File: config.mk
export PLATFORM = sky130hd
export DESIGN_NAME = signed_fxp_divider
export DESIGN_NICKNAME = d
export VERILOG_FILES = /design/src/rtl/signed_fxp_divider.sv
export SDC_FILE = /design/constraint.sdc
export NUM_CORES = 1
export LEC_CHECK = 0
export CAP_MARGIN = 20
export CORE_MARGIN = 5
export CORE_UTILIZATION = 27
export DETAILED_ROUTE_END_ITERATION = 12
export PLACE_DENSITY = 0.46
export SLEW_MARGIN = 10
export SYNTH_ARGS = -nofsm -noshare
export SYNTH_HDL_FRONTEND = slang
export SYNTH_SLANG_ARGS = --single-unit
File: constraint.sdc
create_clock -name aclk -period 2.85 [get_ports aclk]
set_input_delay 0.7125 -clock aclk [delete_from_list [all_inputs] [get_ports aclk]]
set_output_delay 0.7125 -clock aclk [all_outputs]
set_load 0.02 [all_outputs]
File: src/rtl/signed_fxp_divider.sv
// Signed fixed-point divider with AXI-Stream operand and result channels.
// Uses a restoring radix-2 loop with a fixed latency of DATA_W+FRAC_W+1 cycles from accept to tvalid.
module signed_fxp_divider #(
    parameter int DATA_W = 16,
    parameter int FRAC_W = 16
) (
    input  logic                       aclk,
    input  logic                       aresetn,
    input  logic [DATA_W-1:0]          s_axis_dividend_tdata,
    input  logic                       s_axis_dividend_tvalid,
    output logic                       s_axis_dividend_tready,
    input  logic [DATA_W-1:0]          s_axis_divisor_tdata,
    input  logic                       s_axis_divisor_tvalid,
    output logic                       s_axis_divisor_tready,
    output logic [DATA_W+FRAC_W-1:0]   m_axis_dout_tdata,
    output logic [1:0]                 m_axis_dout_tuser,
    output logic                       m_axis_dout_tvalid,
    input  logic                       m_axis_dout_tready
);
    localparam int OUT_W = DATA_W + FRAC_W;
    localparam int N     = OUT_W;
    localparam int CNT_W = $clog2(N + 1);

    typedef enum logic [1:0] {S_IDLE, S_CALC, S_FIX, S_DONE} state_t;

    state_t              r_state;
    state_t              w_state_next;
    logic                r_tready;
    logic                r_sign;
    logic                r_dbz;
    logic                r_dvd_neg;
    logic [N-1:0]        r_num;
    logic [DATA_W-1:0]   r_den;
    logic [DATA_W:0]     r_rem;
    logic [N-1:0]        r_mag;
    logic [CNT_W-1:0]    r_cnt;
    logic [OUT_W-1:0]    r_tdata;
    logic [1:0]          r_tuser;
    logic                r_tvalid;

    logic                w_accept;
    logic                w_last;
    logic [DATA_W-1:0]   w_dvd_abs;
    logic [DATA_W-1:0]   w_dvs_abs;
    logic [DATA_W:0]     w_trial;
    logic                w_ge;
    logic [DATA_W:0]     w_rem_next;
    logic [N-1:0]        w_mag_neg;
    logic [N-1:0]        w_pos_max;
    logic [N-1:0]        w_neg_min;

    assign w_accept  = r_tready & s_axis_dividend_tvalid & s_axis_divisor_tvalid;
    assign w_last    = (r_cnt == CNT_W'(N - 1));

    // Magnitudes as unsigned: the most negative input maps to 2^(DATA_W-1), which still fits.
    assign w_dvd_abs = s_axis_dividend_tdata[DATA_W-1] ? (~s_axis_dividend_tdata + DATA_W'(1))
                                                        : s_axis_dividend_tdata;
    assign w_dvs_abs = s_axis_divisor_tdata[DATA_W-1]  ? (~s_axis_divisor_tdata + DATA_W'(1))
                                                        : s_axis_divisor_tdata;

    // Remainder stays below the divisor, so its low DATA_W bits plus the next numerator bit never lose data.
    assign w_trial    = {r_rem[DATA_W-1:0], r_num[N-1]};
    assign w_ge       = (w_trial >= {1'b0, r_den});
    assign w_rem_next = w_ge ? (w_trial - {1'b0, r_den}) : w_trial;

    assign w_mag_neg  = ~r_mag + N'(1);
    assign w_pos_max  = {1'b0, {(N-1){1'b1}}};
    assign w_neg_min  = {1'b1, {(N-1){1'b0}}};

    always_ff @(posedge aclk or negedge aresetn) begin
        if (!aresetn) begin
            r_state <= S_IDLE;
        end else begin
            r_state <= w_state_next;
        end
    end

    always_comb begin
        w_state_next = r_state;
        case (r_state)
            S_IDLE:  if (w_accept)           w_state_next = S_CALC;
            S_CALC:  if (w_last)             w_state_next = S_FIX;
            S_FIX:                           w_state_next = S_DONE;
            S_DONE:  if (m_axis_dout_tready) w_state_next = S_IDLE;
            default:                         w_state_next = S_IDLE;
        endcase
    end

    always_ff @(posedge aclk or negedge aresetn) begin
        if (!aresetn) begin
            r_tready  <= 1'b0;
            r_sign    <= 1'b0;
            r_dbz     <= 1'b0;
            r_dvd_neg <= 1'b0;
            r_num     <= '0;
            r_den     <= '0;
            r_rem     <= '0;
            r_mag     <= '0;
            r_cnt     <= '0;
            r_tdata   <= '0;
            r_tuser   <= '0;
            r_tvalid  <= 1'b0;
        end else begin
            r_tready <= (w_state_next == S_IDLE);
            case (r_state)
                S_IDLE: begin
                    if (w_accept) begin
                        r_sign    <= s_axis_dividend_tdata[DATA_W-1] ^ s_axis_divisor_tdata[DATA_W-1];
                        r_dvd_neg <= s_axis_dividend_tdata[DATA_W-1];
                        r_dbz     <= (s_axis_divisor_tdata == '0);
                        r_num     <= N'(w_dvd_abs) << FRAC_W;
                        r_den     <= w_dvs_abs;
                        r_rem     <= '0;
                        r_mag     <= '0;
                        r_cnt     <= '0;
                    end
                end
                S_CALC: begin
                    r_rem <= w_rem_next;
                    r_num <= r_num << 1;
                    r_mag <= {r_mag[N-2:0], w_ge};
                    r_cnt <= r_cnt + CNT_W'(1);
                end
                S_FIX: begin
                    if (r_dbz) begin
                        r_tdata <= r_dvd_neg ? w_neg_min : w_pos_max;
                        r_tuser <= 2'b10;
                    end else if (!r_sign && (r_mag == w_neg_min)) begin
                        r_tdata <= w_pos_max;
                        r_tuser <= 2'b01;
                    end else begin
                        r_tdata <= r_sign ? w_mag_neg : r_mag;
                        r_tuser <= 2'b00;
                    end
                    r_tvalid <= 1'b1;
                end
                S_DONE: begin
                    if (m_axis_dout_tready) begin
                        r_tvalid <= 1'b0;
                    end
                end
                default: ;
            endcase
        end
    end

    assign s_axis_dividend_tready = r_tready;
    assign s_axis_divisor_tready  = r_tready;
    assign m_axis_dout_tdata      = r_tdata;
    assign m_axis_dout_tuser      = r_tuser;
    assign m_axis_dout_tvalid     = r_tvalid;

endmodule

==> results of run 1 <==
-- per-stage QoR --
stage,hold WS [ns],instance area [µm²],total power (µW),utilization [%]
floorplan,0.4169,7352,7034,-
global route,0.4780,9140,12000,34.01
detailed placement,0.4740,8542,8885,31.78
CTS,0.4403,9140,11150,34.01
global placement,0.4645,8542,8891,31.78
finish,0.3992,9140,11040,34.01
-- power groups by stage --
stage	Clock (µW)	Sequential (µW)	Combinational, µW
2_1_floorplan	0	3230	3810
3_3_place_gp	0	3170	5720
3_5_place_dp	0	3180	5700
4_1_cts	2270	3150	5730
5_1_grt	2340	3260	6400
6_report	2200	3140	5700
-- routing by layer --
metal / GRT usage, % / routed length, µm
met5: 0 / 0
met4: 3.306 / 174
met3: 2.899 / 868
met2: 20.98 / 8779
met1: 18.57 / 9921
-- worst max-delay path by stage --
stage	endpoint	slack, ns	cells past startpoint
2_1_floorplan	r_rem[2]	0.55	9
3_3_place_gp	r_den[14]	0.17	7
3_5_place_dp	r_den[14]	0.12	7
4_1_cts	m_axis_dout_tdata[21]	0.40	9
5_1_grt	m_axis_dout_tdata[30]	0.22	9
6_report	m_axis_dout_tdata[21]	0.42	9
-- kinds of logic after synthesis --
logic type,Yosys count
DFF,127
buffers and inverters,82
muxes,4
and+or+nand+nor,305
AOI/OAI and AO/OA,226
xor gates and xnor gates,67
adders and majority gates,21
-- cells in the final DEF (no fill, tap or decap), types with 3 or more instances in the layout --
master and instances:
nand2_1 147, dfrtp_1 127, clkdlybuf4s50_1 72, o21ai_0 64, nand3_1 52, xor2_1 49, a21oi_1 35, inv_1 30
nor2_1 28, o31ai_1 26, buf_4 25, ha_1 20, xnor2_1 18, clkbuf_16 17, o211ai_1 15, nor3_1 14
a22oi_1 12, nand4_1 11, a221o_1 11, nand2b_1 10, or3_1 9, o41ai_1 9, o21ai_1 8, a31oi_1 7
a21o_1 6, and3_1 6, o311ai_0 6, nor4_1 4, a211oi_1 4, mux2i_1 3, nor2b_1 3, o2111ai_1 3
clkbuf_8 3, inv_6 3, clkinvlp_4 3, buf_12 3
-- final cells by class --
cell class | instances | area, µm²
Clock inverter | 11 | 131.4
Timing Repair Buffer | 100 | 968.4
Sequential cell | 127 | 3178
Inverter | 30 | 112.6
Fill cell | 2789 | 17740
Multi-Input combinational cell | 623 | 3856
Tap cell | 341 | 426.7
Clock buffer | 20 | 466.7
-- flip-flops by register name (all words and copies together), names as in the netlist --
signal	cells
r_cnt	6
m_axis_dout_tvalid	1
r_rem	16
r_den	16
s_axis_dividend_tready	1
m_axis_dout_tuser	2
r_mag	32
r_sign	1
m_axis_dout_tdata	32
r_dbz	1
r_dvd_neg	1
r_state	2
r_num	16
-- critical path: stages (launching register included) --
cell and delay, ns:
dfrtp_1 0.43, inv_1 0.10, ha_1 0.21, nor2b_1 0.26, nand4_2 0.29, nor3_1 0.45, a31o_1 0.25, buf_12 0.18
a21oi_1 0.06, o31ai_1 0.08
==> summary.md, run 1 <==
| Metric | Value |
|---|---|
| Dpl ws | `0.1233 ns` |
| Relative slew slack | `~52%` |
| Pleak | `roughly 0.004 µW` |
| Syn Inst Count | `832` |
| Site row count | `60` |
| Inst Count DP | `1,221` |
| Internal | `6276 µW` |
| Maximum vdd ir drop | `444.6 µV` |
| Vias in the first global route | `6,256` |
| Main combinational cell family by area after synthesis | `compound AO/OA/AOI/OAI gates` |
| Final Cycle Share | `85.10%` |
| Worst skew pair latency | `0.42 ns` |
| XOR/XNOR Fraction of Synth Area | `about 8%` |
| Finish-stage setup viols | `0` |
| Status | `completed` |
| CP required | `around 3.2 ns` |
| Clk buf depth | `2` |
| Worst-path fanout max | `26` |
| Starting Density | `27.36%` |
| Seq/Total Area, Yosys | `43.23%` |
| R2r startpoint | `r_mag[0]` |
| CP arrival | `roughly 2.8 ns` |
| CP Capture Type | `flop` |
| Synth warn | `0` |
| CTS Root Cell | `clkbuf_16` |
| R2r endpoint | `m_axis_dout_tdata[21]` |
| Complex-gate fraction of the synthesized area | `20.49%` |
| Layout cells sized above 1 | `under 10%` |
| RSZ-0062 raised after global routing | `false` |
| Post-synthesis simple-gate area fraction | `19.55%` |
| Area share of the largest cell type after synthesis | `~43%` |
| H-tree Lvls | `4` |
| CTS Buf Count | `17` |
| Final setup skew | `0.01218 ns` |
| Crit path launch type | `flop` |
| Post-synthesis adder-cell area fraction | `3.676%` |
| Die X | `roughly 180 µm` |
| Core ar. | `0.02688 mm²` |
| DR iter-0 viols | `roughly 370` |
| Post-synthesis mux area share | `less than 1%` |
| Worst-Margin Slew | `just over 0.7 ns` |
| Setup TNS | `0 ns` |
| Switching pwr | `4763 µW` |
| Count of different cell masters after synthesis | `66` |
| Initial antenna violation count | `0` |
| Detailed Routing Iterations Pass 1 | `4` |
| Ys async rst share | `100.0%` |
| Post-synth EDFFs | `0` |
| First-pass GRT wire length | `approximately 33 mm` |
| Nets | `957` |
| Hold Buf Count CTS | `0` |
| FMAX | `412.3 MHz` |
| PortBufs | `73` |
| Setup crit start | `r_mag[0]` |
| Synth area leader | `dfrtp_1` |
| Mapped Avg Cell Area | `8.837 µm²` |
| Sw frac | `43.15%` |
| Detailed Route WL | `19.74 mm` |
| All-layer global routing usage | `between 10% and 20%` |
| Die height | `roughly 180 µm` |
| Detailed-route DRC error count | `0` |
| Main synth FF type | `dfrtp_1` |
| Fin cells | `1,252` |
| Post-Syn Area | `0.007352 mm²` |
| Worst-path clk slew | `0.06 ns` |
| Share of total power in combinational logic | `51.6%` |
| Clk sinks | `approximately 130` |
| CTS tree | `built` |
| Largest net degree at the start of global routing | `128` |
| Post-synth net total | `890` |
| Fin crit period | `2.425 ns` |
| ANT nets after route | `0` |
| DP HPWL | `~14 mm` |
| Area grow syn2layout | `24.32%` |
| Final Max Tran Viols | `0` |
| CTS resizes | `0` |
| R2r worst-path depth | `9` |
| Diode count | `0` |
| Final Hold Fails | `0` |
| DR WL/cell | `15.77 µm` |
| GR Overflow Total | `0` |
| Top-count cell post-synth | `nand2_1` |
| Setup Fix Bufs, Post-CTS | `0` |
| Die ar. | `about 0.031 mm²` |
| Total number of vias | `6,216` |
| WS Path Type | `reg2reg` |
| Type of the worst min-delay path | `in2async` |
| Reg power frac | `28.5%` |
| MaxCap Viol Count | `0` |
| Post-synthesis register bit count | `127` |
| R2r setup slk | `0.42 ns` |
| Clock share of power | `about a fifth` |
| Vias per Instance | `about 5.0` |
| Setup slack after layout | `0.4246 ns` |
| Top post-synthesis cells by area | `dfrtp_1 43%, nand2_1 7.5%, xor2_1 5.8%` |
| Power Dens Cells | `1208 mW/mm²` |
| GPL Wtd Cong | `0.8835` |
| Most instantiated cells after synthesis | `147 x nand2_1, 127 x dfrtp_1, 64 x o21ai_0` |
| Num ports | `74` |
Note: power is estimated with default switching activity, not from simulation.
==> run 2, diff against run 1 <==
--- a/config.mk
+++ b/config.mk
@@ -6,10 +6,12 @@
 export NUM_CORES = 1
 export LEC_CHECK = 0
 export CAP_MARGIN = 20
+export CELL_PAD_IN_SITES_DETAIL_PLACEMENT = 0
+export CELL_PAD_IN_SITES_GLOBAL_PLACEMENT = 1
 export CORE_MARGIN = 5
 export CORE_UTILIZATION = 27
 export DETAILED_ROUTE_END_ITERATION = 12
-export PLACE_DENSITY = 0.46
+export PLACE_DENSITY = 0.56
 export SLEW_MARGIN = 10
 export SYNTH_ARGS = -nofsm -noshare
 export SYNTH_HDL_FRONTEND = slang
==> constraint.sdc (replaced) <==
create_clock -name aclk -period 2.6 [get_ports aclk]
set_input_delay 0.65 -clock aclk [delete_from_list [all_inputs] [get_ports aclk]]
set_output_delay 0.65 -clock aclk [all_outputs]
set_load 0.02 [all_outputs]
==> summary.md, run 2 (synthesized netlist as in run 1, its figures left out) <==
| Metric | Value |
|---|---|
| Status | `completed` |
| Vias in the first global route | `6,601` |
| Worst-path clk slew | `0.07 ns` |
| Detailed-route DRC error count | `0` |
| Power Dens Cells | `approximately 1300 mW/mm²` |
| RSZ-0062 raised after global routing | `false` |
| CP arrival | `2.72 ns` |
| DR iter-0 viols | `396` |
| GR Overflow Total | `0` |
| Vias per Instance | `4.991` |
| MaxCap Viol Count | `0` |
| Die height | `175.0 µm` |
| Crit path launch type | `flop` |
| DR WL/cell | `about 17 µm` |
| Relative slew slack | `43.88%` |
| Commonest non-fill, non-tap cell in the layout | `nand2_1` |
| Clock share of power | `19.4%` |
| Detailed Routing Iterations Pass 1 | `5` |
| Largest net degree at the start of global routing | `86` |
| Starting Density | `a little over a quarter` |
| PortBufs | `73` |
| Final Hold Fails | `0` |
| CP required | `approximately 2.9 ns` |
| DP HPWL | `15.26 mm` |
| Core ar. | `0.02688 mm²` |
| Reg power frac | `27.3%` |
| R2r worst-path depth | `10` |
| Fin crit period | `2.405 ns` |
| Nets | `between 900 and 1,000` |
| Finish-stage setup viols | `0` |
| Switching pwr | `5475 µW` |
| Worst skew pair latency | `0.42 ns` |
| Setup TNS | `0 ns` |
| Initial antenna violation count | `0` |
| Clk sinks | `127` |
| H-tree Lvls | `4` |
| Type of the worst min-delay path | `in2async` |
| Clk buf depth | `2` |
| GPL Wtd Cong | `~0.84` |
| CTS tree | `built` |
| Sw frac | `between 40% and 50%` |
| Worst-Margin Slew | `between 0.8 and 0.9 ns` |
| CTS Root Cell | `clkbuf_16` |
| Num ports | `74` |
| CP Capture Type | `flop` |
| R2r setup slk | `0.20 ns` |
| Diode count | `0` |
| Site row count | `60` |
| Detailed Route WL | `approximately 21 mm` |
| Final Cycle Share | `92.48%` |
| All-layer global routing usage | `14.23%` |
| Total number of vias | `6,428` |
| Area grow syn2layout | `28.20%` |
| Most frequent cells in the layout | `147 x nand2_1, 127 x dfrtp_1, 72 x clkdlybuf4s50_1` |
| Die X | `175.0 µm` |
| Final Max Tran Viols | `0` |
| Final setup skew | `0.01050 ns` |
| Die ar. | `0.03063 mm²` |
| Maximum vdd ir drop | `448.6 µV` |
| Internal | `a little over 7000 µW` |
| Total power | `12,520 µW` |
| Pleak | `0.004181 µW` |
| WS Path Type | `reg2reg` |
| FMAX | `415.9 MHz` |
| Share of total power in combinational logic | `between 50 and 60%` |
| First-pass GRT wire length | `35.29 mm` |
| CTS Buf Count | `17` |
| Layout cells sized above 1 | `11.51%` |
| ANT nets after route | `0` |
| Worst-path fanout max | `5` |
run 2: power by group through the flow:
stage          sequential (µW)  clock [µW]  combinational [µW]
2_1_floorplan             3540           0                4170
6_report                  3410        2420                6680
3_3_place_gp              3450           0                6730
3_5_place_dp              3450           0                6720
4_1_cts                   3420        2510                6750
5_1_grt                   3520        2570                7490
run 2: repair_timing:
item,4_1_cts,5_1_grt
hold buffers,0,0
buffers inserted,0,0
resized for setup,0,1
endpoints found under the setup margin,0,8
run 2: worst paths after layout:
path | startpoint | to
worst min-delay path | aresetn | r_mag[3]
max in group asynchronous | aresetn | r_cnt[3]
worst min register to register | m_axis_dout_tvalid | m_axis_dout_tvalid
worst max register to register | r_den[8] | r_mag[0]
worst max-delay path | r_den[8] | r_mag[0]
min in group aclk | m_axis_dout_tvalid | m_axis_dout_tvalid
run 2: stage by stage:
| stage | utilization [%] | worst slack, ns | instance area, µm² | std cells | hold WS, ns |
|---|---|---|---|---|---|
| after floorplan | - | 0.2999 | 7352 | 832 | 0.3544 |
| after global placement | 32.82 | 0.06732 | 8821 | 1256 | 0.4648 |
| after detailed placement | 32.82 | 0.04036 | 8821 | 1256 | 0.4718 |
| after CTS | 35.04 | 0.1346 | 9417 | 1288 | 0.1775 |
| after global routing | 35.07 | 0.03651 | 9425 | 1288 | 0.2035 |
| final | 35.07 | 0.1955 | 9425 | 1288 | 0.1769 |
run 2: critical path, cell delays in order, from the launching register on:
cell     delay [ns]
dfrtp_1        0.35
inv_1          0.05
ha_1           0.35
a21oi_1        0.24
o21ai_1        0.13
a21o_1         0.25
o31a_1         0.34
buf_4          0.15
o21ai_1        0.24
buf_4          0.16
nand2_1        0.04
run 2: cell type report:
cell class	instances	area, µm²
multi-input cells	623	3865
repair buffers	135	1247
fillers	2813	17450
clock buffers	17	425.4
inverters	30	112.6
flip-flops and latches	127	3178
clock inverters	15	170.2
well taps	341	426.7
run 2: metal layers:
metal | share of wire [%] | track usage, %
met1 | 47 | 18.78
met2 | 49 | 24.09
met3 | 3.4 | 2.834
met4 | 0.78 | 3.372
met5 | 0 | 0
